--- config.mk ---
export PLATFORM = sky130hd
export DESIGN_NAME = id_exe_stage_reg_flat
export DESIGN_NICKNAME = d
export VERILOG_FILES = /design/src/rtl/arm_pkg.sv /design/src/rtl/id_exe_stage_reg_if.sv /design/src/rtl/cond_check.sv /design/src/rtl/id_exe_stage_reg.sv /design/src/flat_wrapper.sv
export SDC_FILE = /design/constraint.sdc
export NUM_CORES = 1
export LEC_CHECK = 0
export CORE_AREA = 2 2 132 134
export CTS_BUF_LIST = sky130_fd_sc_hd__clkbuf_4 sky130_fd_sc_hd__clkbuf_8
export CTS_CLUSTER_SIZE = 10
export DETAILED_ROUTE_END_ITERATION = 7
export DIE_AREA = 0 0 134 136
export PLACE_DENSITY = 0.74
export SLEW_MARGIN = 20
export SYNTH_ARGS = -nofsm -noshare
export SYNTH_HDL_FRONTEND = slang
export SYNTH_SLANG_ARGS = --single-unit
--- constraint.sdc ---
create_clock -name clk -period 1.9 [get_ports clk]
set_input_delay 0.38 -clock clk [delete_from_list [all_inputs] [get_ports clk]]
set_output_delay 0.38 -clock clk [all_outputs]
set_load 0.005 [all_outputs]
--- src/rtl/arm_pkg.sv ---
// Shared ARM core definitions: ALU command codes, condition-field encodings
// and status-register bit positions.
package arm_pkg;

    localparam logic [3:0] EXE_MOV = 4'b0001;
    localparam logic [3:0] EXE_MVN = 4'b1001;
    localparam logic [3:0] EXE_ADD = 4'b0010;
    localparam logic [3:0] EXE_ADC = 4'b0011;
    localparam logic [3:0] EXE_SUB = 4'b0100;
    localparam logic [3:0] EXE_SBC = 4'b0101;
    localparam logic [3:0] EXE_AND = 4'b0110;
    localparam logic [3:0] EXE_ORR = 4'b0111;
    localparam logic [3:0] EXE_EOR = 4'b1000;

    typedef enum logic [3:0] {
        COND_EQ = 4'b0000,
        COND_NE = 4'b0001,
        COND_CS = 4'b0010,
        COND_CC = 4'b0011,
        COND_MI = 4'b0100,
        COND_PL = 4'b0101,
        COND_VS = 4'b0110,
        COND_VC = 4'b0111,
        COND_HI = 4'b1000,
        COND_LS = 4'b1001,
        COND_GE = 4'b1010,
        COND_LT = 4'b1011,
        COND_GT = 4'b1100,
        COND_LE = 4'b1101,
        COND_AL = 4'b1110,
        COND_NV = 4'b1111
    } cond_e;

    localparam int SR_N = 3;
    localparam int SR_Z = 2;
    localparam int SR_C = 1;
    localparam int SR_V = 0;

endpackage

--- src/rtl/id_exe_stage_reg_if.sv ---
// ID->EXE pipeline bundle. master = ID side (drives *_in, observes *_out),
// slave = the stage register (reads *_in, drives *_out).
interface id_exe_stage_reg_if #(
    parameter int DATA_W = 32,
    parameter int REG_W  = 4
);
    logic              illegal_in;
    logic [3:0]        cond_in;
    logic [3:0]        sr_in;
    logic [3:0]        exe_cmd_in;
    logic              mem_read_in, mem_write_in, wb_en_in, b_in, s_in;
    logic [DATA_W-1:0] pc_in, val_rn_in, val_rm_in;
    logic              imm_in;
    logic [11:0]       shift_op_in;
    logic [23:0]       simm24_in;
    logic [REG_W-1:0]  dest_in, src1_in, src2_in;

    // valid_out marks a live instruction; a bubble has valid_out=0 and all control 0
    logic              valid_out;
    logic [3:0]        exe_cmd_out;
    logic              mem_read_out, mem_write_out, wb_en_out, b_out, s_out;
    logic [DATA_W-1:0] pc_out, val_rn_out, val_rm_out;
    logic              imm_out;
    logic [11:0]       shift_op_out;
    logic [23:0]       simm24_out;
    logic [REG_W-1:0]  dest_out, src1_out, src2_out;

    modport master (
        output illegal_in, cond_in, sr_in, exe_cmd_in, mem_read_in, mem_write_in,
               wb_en_in, b_in, s_in, pc_in, val_rn_in, val_rm_in, imm_in,
               shift_op_in, simm24_in, dest_in, src1_in, src2_in,
        input  valid_out, exe_cmd_out, mem_read_out, mem_write_out, wb_en_out,
               b_out, s_out, pc_out, val_rn_out, val_rm_out, imm_out,
               shift_op_out, simm24_out, dest_out, src1_out, src2_out
    );

    modport slave (
        input  illegal_in, cond_in, sr_in, exe_cmd_in, mem_read_in, mem_write_in,
               wb_en_in, b_in, s_in, pc_in, val_rn_in, val_rm_in, imm_in,
               shift_op_in, simm24_in, dest_in, src1_in, src2_in,
        output valid_out, exe_cmd_out, mem_read_out, mem_write_out, wb_en_out,
               b_out, s_out, pc_out, val_rn_out, val_rm_out, imm_out,
               shift_op_out, simm24_out, dest_out, src1_out, src2_out
    );
endinterface

--- src/rtl/cond_check.sv ---
// ARM condition-field evaluator against {N,Z,C,V}. Purely combinational;
// shared with the branch unit.
module cond_check
    import arm_pkg::*;
(
    input  logic [3:0] cond_in,
    input  logic [3:0] sr_in,
    output logic       cond_ok
);
    logic n, z, c, v;

    assign n = sr_in[SR_N];
    assign z = sr_in[SR_Z];
    assign c = sr_in[SR_C];
    assign v = sr_in[SR_V];

    always_comb begin
        cond_ok = 1'b0;
        case (cond_e'(cond_in))
            COND_EQ: cond_ok = z;
            COND_NE: cond_ok = ~z;
            COND_CS: cond_ok = c;
            COND_CC: cond_ok = ~c;
            COND_MI: cond_ok = n;
            COND_PL: cond_ok = ~n;
            COND_VS: cond_ok = v;
            COND_VC: cond_ok = ~v;
            COND_HI: cond_ok = c & ~z;
            COND_LS: cond_ok = ~c | z;
            COND_GE: cond_ok = (n == v);
            COND_LT: cond_ok = (n != v);
            COND_GT: cond_ok = ~z & (n == v);
            COND_LE: cond_ok = z | (n != v);
            COND_AL: cond_ok = 1'b1;
            default: cond_ok = 1'b0;
        endcase
    end
endmodule

--- src/rtl/id_exe_stage_reg.sv ---
// ID/EXE pipeline register with condition gating, illegal squash, freeze and flush.
// Optional macro KILL_CNT_EN adds a saturating count of bubbles written.
module id_exe_stage_reg
    import arm_pkg::*;
#(
    parameter int DATA_W = 32,
    parameter int REG_W  = 4
) (
    input  logic        clk,
    input  logic        rst,
    input  logic        flush,
    input  logic        freeze,
    id_exe_stage_reg_if.slave bus,
    output logic [15:0] kill_cnt
);
    logic cond_ok;
    logic pass;

    cond_check u_cond_check (
        .cond_in (bus.cond_in),
        .sr_in   (bus.sr_in),
        .cond_ok (cond_ok)
    );

    // Control inputs are undriven for illegal encodings, so pass gates all of them
    assign pass = cond_ok & ~bus.illegal_in;

    always_ff @(posedge clk) begin
        if (rst || flush) begin
            bus.valid_out     <= 1'b0;
            bus.exe_cmd_out   <= '0;
            bus.mem_read_out  <= 1'b0;
            bus.mem_write_out <= 1'b0;
            bus.wb_en_out     <= 1'b0;
            bus.b_out         <= 1'b0;
            bus.s_out         <= 1'b0;
            bus.pc_out        <= '0;
            bus.val_rn_out    <= '0;
            bus.val_rm_out    <= '0;
            bus.imm_out       <= 1'b0;
            bus.shift_op_out  <= '0;
            bus.simm24_out    <= '0;
            bus.dest_out      <= '0;
            bus.src1_out      <= '0;
            bus.src2_out      <= '0;
        end else if (!freeze) begin
            bus.pc_out        <= bus.pc_in;
            bus.val_rn_out    <= bus.val_rn_in;
            bus.val_rm_out    <= bus.val_rm_in;
            bus.imm_out       <= bus.imm_in;
            bus.shift_op_out  <= bus.shift_op_in;
            bus.simm24_out    <= bus.simm24_in;
            bus.dest_out      <= bus.dest_in;
            bus.src1_out      <= bus.src1_in;
            bus.src2_out      <= bus.src2_in;
            bus.valid_out     <= pass;
            bus.exe_cmd_out   <= pass ? bus.exe_cmd_in : 4'b0000;
            bus.mem_read_out  <= pass & bus.mem_read_in;
            bus.mem_write_out <= pass & bus.mem_write_in;
            bus.wb_en_out     <= pass & bus.wb_en_in;
            bus.b_out         <= pass & bus.b_in;
            bus.s_out         <= pass & bus.s_in;
        end
    end

`ifdef KILL_CNT_EN
    logic [15:0] kill_q;
    logic        bubble;

    // A flush overrides freeze, so it always writes a bubble
    assign bubble = flush | (~freeze & ~pass);

    always_ff @(posedge clk) begin
        if (rst) begin
            kill_q <= '0;
        end else if (bubble && kill_q != 16'hFFFF) begin
            kill_q <= kill_q + 16'd1;
        end
    end

    assign kill_cnt = kill_q;
`else
    assign kill_cnt = 16'h0000;
`endif
endmodule

--- src/flat_wrapper.sv ---
// flat-port wrapper written by rule: the top's interface ports become plain ports
module id_exe_stage_reg_flat import arm_pkg::*;
#(
    parameter int DATA_W = 32,
    parameter int REG_W  = 4
)
  (clk, rst, flush, freeze, kill_cnt, bus_illegal_in, bus_cond_in, bus_sr_in, bus_exe_cmd_in, bus_mem_read_in, bus_mem_write_in, bus_wb_en_in, bus_b_in, bus_s_in, bus_pc_in, bus_val_rn_in, bus_val_rm_in, bus_imm_in, bus_shift_op_in, bus_simm24_in, bus_dest_in, bus_src1_in, bus_src2_in, bus_valid_out, bus_exe_cmd_out, bus_mem_read_out, bus_mem_write_out, bus_wb_en_out, bus_b_out, bus_s_out, bus_pc_out, bus_val_rn_out, bus_val_rm_out, bus_imm_out, bus_shift_op_out, bus_simm24_out, bus_dest_out, bus_src1_out, bus_src2_out);
  id_exe_stage_reg_if #(.DATA_W(DATA_W), .REG_W(REG_W)) bus_i ();
  input  logic clk;
  input  logic rst;
  input  logic flush;
  input  logic freeze;
  output logic [15:0] kill_cnt;
  input wire logic [$bits(bus_i.illegal_in)-1:0] bus_illegal_in;
  input wire logic [$bits(bus_i.cond_in)-1:0] bus_cond_in;
  input wire logic [$bits(bus_i.sr_in)-1:0] bus_sr_in;
  input wire logic [$bits(bus_i.exe_cmd_in)-1:0] bus_exe_cmd_in;
  input wire logic [$bits(bus_i.mem_read_in)-1:0] bus_mem_read_in;
  input wire logic [$bits(bus_i.mem_write_in)-1:0] bus_mem_write_in;
  input wire logic [$bits(bus_i.wb_en_in)-1:0] bus_wb_en_in;
  input wire logic [$bits(bus_i.b_in)-1:0] bus_b_in;
  input wire logic [$bits(bus_i.s_in)-1:0] bus_s_in;
  input wire logic [$bits(bus_i.pc_in)-1:0] bus_pc_in;
  input wire logic [$bits(bus_i.val_rn_in)-1:0] bus_val_rn_in;
  input wire logic [$bits(bus_i.val_rm_in)-1:0] bus_val_rm_in;
  input wire logic [$bits(bus_i.imm_in)-1:0] bus_imm_in;
  input wire logic [$bits(bus_i.shift_op_in)-1:0] bus_shift_op_in;
  input wire logic [$bits(bus_i.simm24_in)-1:0] bus_simm24_in;
  input wire logic [$bits(bus_i.dest_in)-1:0] bus_dest_in;
  input wire logic [$bits(bus_i.src1_in)-1:0] bus_src1_in;
  input wire logic [$bits(bus_i.src2_in)-1:0] bus_src2_in;
  output wire logic [$bits(bus_i.valid_out)-1:0] bus_valid_out;
  output wire logic [$bits(bus_i.exe_cmd_out)-1:0] bus_exe_cmd_out;
  output wire logic [$bits(bus_i.mem_read_out)-1:0] bus_mem_read_out;
  output wire logic [$bits(bus_i.mem_write_out)-1:0] bus_mem_write_out;
  output wire logic [$bits(bus_i.wb_en_out)-1:0] bus_wb_en_out;
  output wire logic [$bits(bus_i.b_out)-1:0] bus_b_out;
  output wire logic [$bits(bus_i.s_out)-1:0] bus_s_out;
  output wire logic [$bits(bus_i.pc_out)-1:0] bus_pc_out;
  output wire logic [$bits(bus_i.val_rn_out)-1:0] bus_val_rn_out;
  output wire logic [$bits(bus_i.val_rm_out)-1:0] bus_val_rm_out;
  output wire logic [$bits(bus_i.imm_out)-1:0] bus_imm_out;
  output wire logic [$bits(bus_i.shift_op_out)-1:0] bus_shift_op_out;
  output wire logic [$bits(bus_i.simm24_out)-1:0] bus_simm24_out;
  output wire logic [$bits(bus_i.dest_out)-1:0] bus_dest_out;
  output wire logic [$bits(bus_i.src1_out)-1:0] bus_src1_out;
  output wire logic [$bits(bus_i.src2_out)-1:0] bus_src2_out;
  assign bus_i.illegal_in = bus_illegal_in;
  assign bus_i.cond_in = bus_cond_in;
  assign bus_i.sr_in = bus_sr_in;
  assign bus_i.exe_cmd_in = bus_exe_cmd_in;
  assign bus_i.mem_read_in = bus_mem_read_in;
  assign bus_i.mem_write_in = bus_mem_write_in;
  assign bus_i.wb_en_in = bus_wb_en_in;
  assign bus_i.b_in = bus_b_in;
  assign bus_i.s_in = bus_s_in;
  assign bus_i.pc_in = bus_pc_in;
  assign bus_i.val_rn_in = bus_val_rn_in;
  assign bus_i.val_rm_in = bus_val_rm_in;
  assign bus_i.imm_in = bus_imm_in;
  assign bus_i.shift_op_in = bus_shift_op_in;
  assign bus_i.simm24_in = bus_simm24_in;
  assign bus_i.dest_in = bus_dest_in;
  assign bus_i.src1_in = bus_src1_in;
  assign bus_i.src2_in = bus_src2_in;
  assign bus_valid_out = bus_i.valid_out;
  assign bus_exe_cmd_out = bus_i.exe_cmd_out;
  assign bus_mem_read_out = bus_i.mem_read_out;
  assign bus_mem_write_out = bus_i.mem_write_out;
  assign bus_wb_en_out = bus_i.wb_en_out;
  assign bus_b_out = bus_i.b_out;
  assign bus_s_out = bus_i.s_out;
  assign bus_pc_out = bus_i.pc_out;
  assign bus_val_rn_out = bus_i.val_rn_out;
  assign bus_val_rm_out = bus_i.val_rm_out;
  assign bus_imm_out = bus_i.imm_out;
  assign bus_shift_op_out = bus_i.shift_op_out;
  assign bus_simm24_out = bus_i.simm24_out;
  assign bus_dest_out = bus_i.dest_out;
  assign bus_src1_out = bus_i.src1_out;
  assign bus_src2_out = bus_i.src2_out;
  id_exe_stage_reg #(.DATA_W(DATA_W), .REG_W(REG_W)) u_core (.clk(clk), .rst(rst), .flush(flush), .freeze(freeze), .bus(bus_i), .kill_cnt(kill_cnt));
endmodule
# Yosys cells after proc, flatten, opt, wreduce, memory -nomap -nowiden
# Cells that the tools add are included.
[op_classes]
n_addsub = 0
multipliers = 0
div_mod_pow = 0
magnitude_cmp = 0
eq_ne = 16
shifts = 0
mux = 2
n_bitwise = 15
n_reduce_logical = 2
[op_table]
columns = ["op", "n"]
rows = [
  ["4-bit == test, second input constant", 7],
  ["4-bit by 3-bit == test with 1-bit output, second input constant", 4],
  ["1-bit one-hot mux with 15 select lines", 1],
  ["1-bit bitwise AND", 8],
  ["4-bit by 2-bit == test with 1-bit output, second input constant", 2],
  ["1-bit inverter", 5],
  ["4-bit by 1-bit == test with 1-bit output, second input constant", 1],
  ["4-bit logical NOT", 1],
  ["4-bit two-way mux", 1],
  ["1-bit bitwise OR", 2],
  ["1-bit == test", 1],
  ["1-bit logical OR", 1],
  ["1-bit != test", 1],
]
[totals]
ff_bits = 155
latchBits = 0
mem_bits_rw = 0
mem_bits_ro = 0
in_bits = 167
word_cells = 51
mem_count = 0

# Logic depth before layout (Yosys ltp)
[depth]
depth_word = 5
depth_mapped = 7

# Cells and area by module
# A second synthesis with hierarchy kept.
[hier_totals]
cells_unflattened = 538
hier_area_um2 = 5918.2
[modules_own_cells]
columns = ["mod", "n_inst", "cells_each", "area_per_inst_um2", "seq_area_each_um2"]
rows = [
  ["id_exe_stage_reg", 1, 510, 5724.2, 3103.0],
  ["cond_check", 1, 28, 193.9, 0.0],
]

# Worst setup path before layout
# No wires, ideal clock.
[synth_path]
path_kind = "input-to-reg"
start = "input port bus_cond_in[2]"
end = "register u_core.bus.b_out"
setup_ns = 0.117
t_arrival_ns = 1.692
t_required_ns = 1.783
path_slack_ns = 0.091
path_stages = 7
path_cell_list = "buf_6 mux2i_1 nor3_1 o32a_1 o311a_1 buf_6 a22o_1"
[synth_via]
elab_chain_len = 4
word_cells_on_any_way = 18
[synth_rtl]
columns = ["element", "line_no", "text"]
rows = [
  ["start: declaration", "flat_wrapper.sv:15", "input wire logic [$bits(bus_i.cond_in)-1:0] bus_cond_in;"],
  ["4-bit == test (tied with other cells)", "cond_check.sv:19", "case (cond_e'(cond_in))"],
  ["1-bit one-hot mux with 15 select lines (*)", "cond_check.sv:19", ""],
  ["1-bit bitwise AND (*)", "id_exe_stage_reg.sv:26", "assign pass = cond_ok & ~bus.illegal_in;"],
  ["1-bit bitwise AND (*)", "id_exe_stage_reg.sv:61", "bus.b_out <= pass & bus.b_in;"],
  ["end signal: assignment", "id_exe_stage_reg.sv:61", ""],
  ["end: declaration", "id_exe_stage_reg_if.sv:42", "b_out, s_out, pc_out, val_rn_out, val_rm_out, imm_out,"],
]
# Mark *: on every way between the ends. The rest lies on a longest branch, timed or not.
# A chain may end at the register's enable or synchronous reset.

# Worst setup path in the final report
[layout_path]
start = "input port bus_cond_in[3]"
end = "register u_core.bus.exe_cmd_out[2]"
[layout_via]
elab_chain_len = 4
word_cells_on_any_way = 18
[layout_rtl]
columns = ["element", "line_no", "text"]
rows = [
  ["4-bit == test (tied with other cells)", "cond_check.sv:19", ""],
  ["1-bit one-hot mux with 15 select lines (*)", "cond_check.sv:19", ""],
  ["1-bit bitwise AND (*)", "id_exe_stage_reg.sv:26", ""],
  ["4-bit two-way mux (*)", "id_exe_stage_reg.sv:57", "bus.exe_cmd_out <= pass ? bus.exe_cmd_in : 4'b0000;"],
  ["end signal: assignment", "id_exe_stage_reg.sv:57", ""],
  ["end: declaration", "id_exe_stage_reg_if.sv:41", "output valid_out, exe_cmd_out, mem_read_out, mem_write_out, wb_en_out,"],
]
# Marked as above.

==> results.toml <==
[status]
outcome = "finished clean"

[run]
cap_violations = 0

[sta]
finalSetupViolCount = 0
slew_violations = 0
hold_viol = 0
timing.final.ws_setup_ns = 0.0423
rsz0062_at_grt = "no"
hold_ws_ns = 0.372
clock-skew-final_ns = 0
fmax_mhz = 538
min_period_ns = 1.86
timing.final.crit_share_pct = 97.8

[finish]
fin_cells = 1100
mostFrequentLayoutCells = "clkdlybuf4s50_1, dfxtp_1, nor2_1"
antenna_cells = 0
syn_to_final_growth_pct = 66.7
final_common_cell = "clkdlybuf4s50_1"
nets = 1030
post_route_cells_drive_above_1_share_pct = 6.29

[power]
leakagePower_uw = 0.00397
pwr-share-comb_pct = 14.6
seqPwrFrac_pct = 48.5
power_density_nw_per_um2 = 732
switchingPower_uw = 1680
ir_worst_vdd_v = 0.000426
pwr-share-clk_pct = 36.9
switching_share_pct = 23.9
internal_power_uw = 5340

[logic_synthesis]
yosysSeqAreaShare_pct = 54.0
synth_top_area_cell = "dfxtp_1"
synthesis.area_per_instance_sq_um = 10.5
syn_area_sq_um = 5750
synth-seq-cells = 155
synth_cell_type_count = 32
ys_warn_count = 0
synthAdderAreaFrac_pct = 0
synth_top_family_by_area = "multiplexers"
synth_mux_area_share_pct = 25.7
synthTopCellsByArea = "dfxtp_1, mux2i_1, nor2_1"
synth_xor_area_share_pct = 0.305
synth_compound_area_share_pct = 2.70
synth_simple_gate_area_share_pct = 11.9
syn_inst = 546
synth_top_area_share_pct = 54.0

[setup_path]
cp-end-kind = "register"
worstPathArrival_ns = 2.19
cp_data_required_time_ns = 2.23
criticalPathCategory = "in2reg"
startpoint_type = "input port"
crit_fanout = 9

[cts]
cts_max_level = 4
cts_root_buf = "clkbuf_8"
cts_sinks = 155
cts_tree = "done"
path_clk_slew_ns = 0.09
insertion_delay_ns = 0.44
cts.path.max_buffers = 2
cts-buffers-inserted = 17

[drt]
finalWirelength_mm = 16.5
drt_iter0_drc = 176
first_pass_iters = 4
ant_nets = 0
drcViolationCount = 0
wl_per_cell_um = 15.0
via_per_inst = 4.45
vias = 4894

[global_route]
grt_max_degree = 69
grt_pass1_wl_mm = 24.5
antenna_found_initial = 0
grt_usage_pct = 17.3
grt_overflow_total = 0
grt_pass1_vias = 4717

[min_path]
hp-class = "in2reg"

[die]
ioPinCount = 338
start_util_pct = 34.1
die_h_um = 136
num_rows = 48
core_sq_um = 16900
dieArea_sq_um = 18200
dieWidth_um = 134

[place]
place_congestion = 0.763
numPortBuffers = 321
hpwl_mm = 12.2
dp_slack_ns = -0.555
dp.cells = 1069
[flip-flops by register name, indices dropped and copies added, names as in the netlist]
register                  flops
u_core.bus.b_out              1
u_core.bus.dest_out           4
u_core.bus.exe_cmd_out        4
u_core.bus.imm_out            1
u_core.bus.mem_read_out       1
u_core.bus.mem_write_out      1
u_core.bus.pc_out            32
u_core.bus.s_out              1
u_core.bus.shift_op_out      12
u_core.bus.simm24_out        24
u_core.bus.src1_out           4
u_core.bus.src2_out           4
u_core.bus.val_rm_out        32
u_core.bus.val_rn_out        32
u_core.bus.valid_out          1
u_core.bus.wb_en_out          1
[path summary, 6_finish.rpt]
check                                                         endpoint  slack, ns                                   start  cells after the start
worst max-delay path            u_core.bus.exe_cmd_out[2]$_SDFFE_PP0N_       0.04                          bus_cond_in[3]                      6
worst min-delay path                u_core.bus.pc_out[20]$_SDFFE_PP0N_       0.37                                  freeze                      3
worst min register to register           u_core.bus.s_out$_SDFFE_PP0N_       0.48           u_core.bus.s_out$_SDFFE_PP0N_                      1
worst max register to register  u_core.bus.val_rm_out[21]$_SDFFE_PP0N_       1.26  u_core.bus.val_rm_out[21]$_SDFFE_PP0N_                      2
[cell families (layout without fill, tap and decap cells)]
family | Yosys count | after routing
AO/OA/AOI/OAI | 20 | 20
XOR/XNOR | 2 | 2
buffers and inverters | 55 | 369
flip-flops | 155 | 155
multiplexers | 147 | 147
other | 1 | 16
AND/OR/NAND/NOR | 166 | 166
[metal layers]
metal,part of all wire (%),global-route usage (%),up-vias,wire length [um]
li1,-,-,2428,-
met1,40,18.9,2261,6570
met2,50,30.3,182,8270
met3,8.3,6.56,23,1360
met4,1.7,6.68,0,285
met5,0,0,-,0
[critical path: stages]
cell             delay (ns)
clkdlybuf4s50_1        0.60
nand3b_1               0.16
a21boi_0               0.09
o32a_1                 0.33
o311a_4                0.44
a22o_1                 0.19
[power groups by stage]
| stage | Clock (uW) | Sequential (uW) | Combinational, uW |
|---|---|---|---|
| after floorplan | 0 | 3480 | 402 |
| after global placement | 0 | 3470 | 1020 |
| after detailed placement | 0 | 3480 | 1030 |
| after CTS | 2670 | 3400 | 1040 |
| after global routing | 2790 | 3420 | 1100 |
| final | 2590 | 3400 | 1030 |
[through the flow]
stage	util, %	power, uW	cell area, sq um	setup TNS, ns
floorplan	-	3890	5810	0
global placement	54.3	4500	9170	-4.64
detailed placement	54.3	4510	9170	-5.19
CTS	56.8	7110	9590	0
global route	56.8	7310	9590	0
finish	56.8	7020	9590	0
[layout make-up]
cell class	instances	area (sq um)
clock inverters	13	165
flip-flops and latches	155	3100
multi-input cells	351	2400
clock buffers	18	241
repair buffers	338	3390
fillers	1485	7290
well taps	225	282
[Yosys cell counts]
master	n
dfxtp_1	155
nand3b_1	2
or2_2	1
or2b_1	1
a21boi_0	1
nand4b_1	2
conb_1	1
a21oi_1	5
nor3b_1	1
nor2b_1	2
or2_1	1
clkbuf_1	18
buf_2	14
a22o_1	9
nand2_1	3
buf_1	1
o311a_1	1
nor3_2	1
nor2_1	147
o211ai_1	1
o2bb2ai_1	1
nor3_1	2
and4_2	1
mux2i_1	146
mux2i_2	1
o32a_1	1
or4b_1	1
buf_6	2
and2_1	1
o31ai_1	1
xor2_1	2
buf_4	20
[what timing repair did]
action                     in CTS  in global routing
setup endpoints to repair       9                  0
buffers inserted                0                  0
resized for setup               2                  0
hold buffers                    0                  0
(Power assumes the default switching activity.)
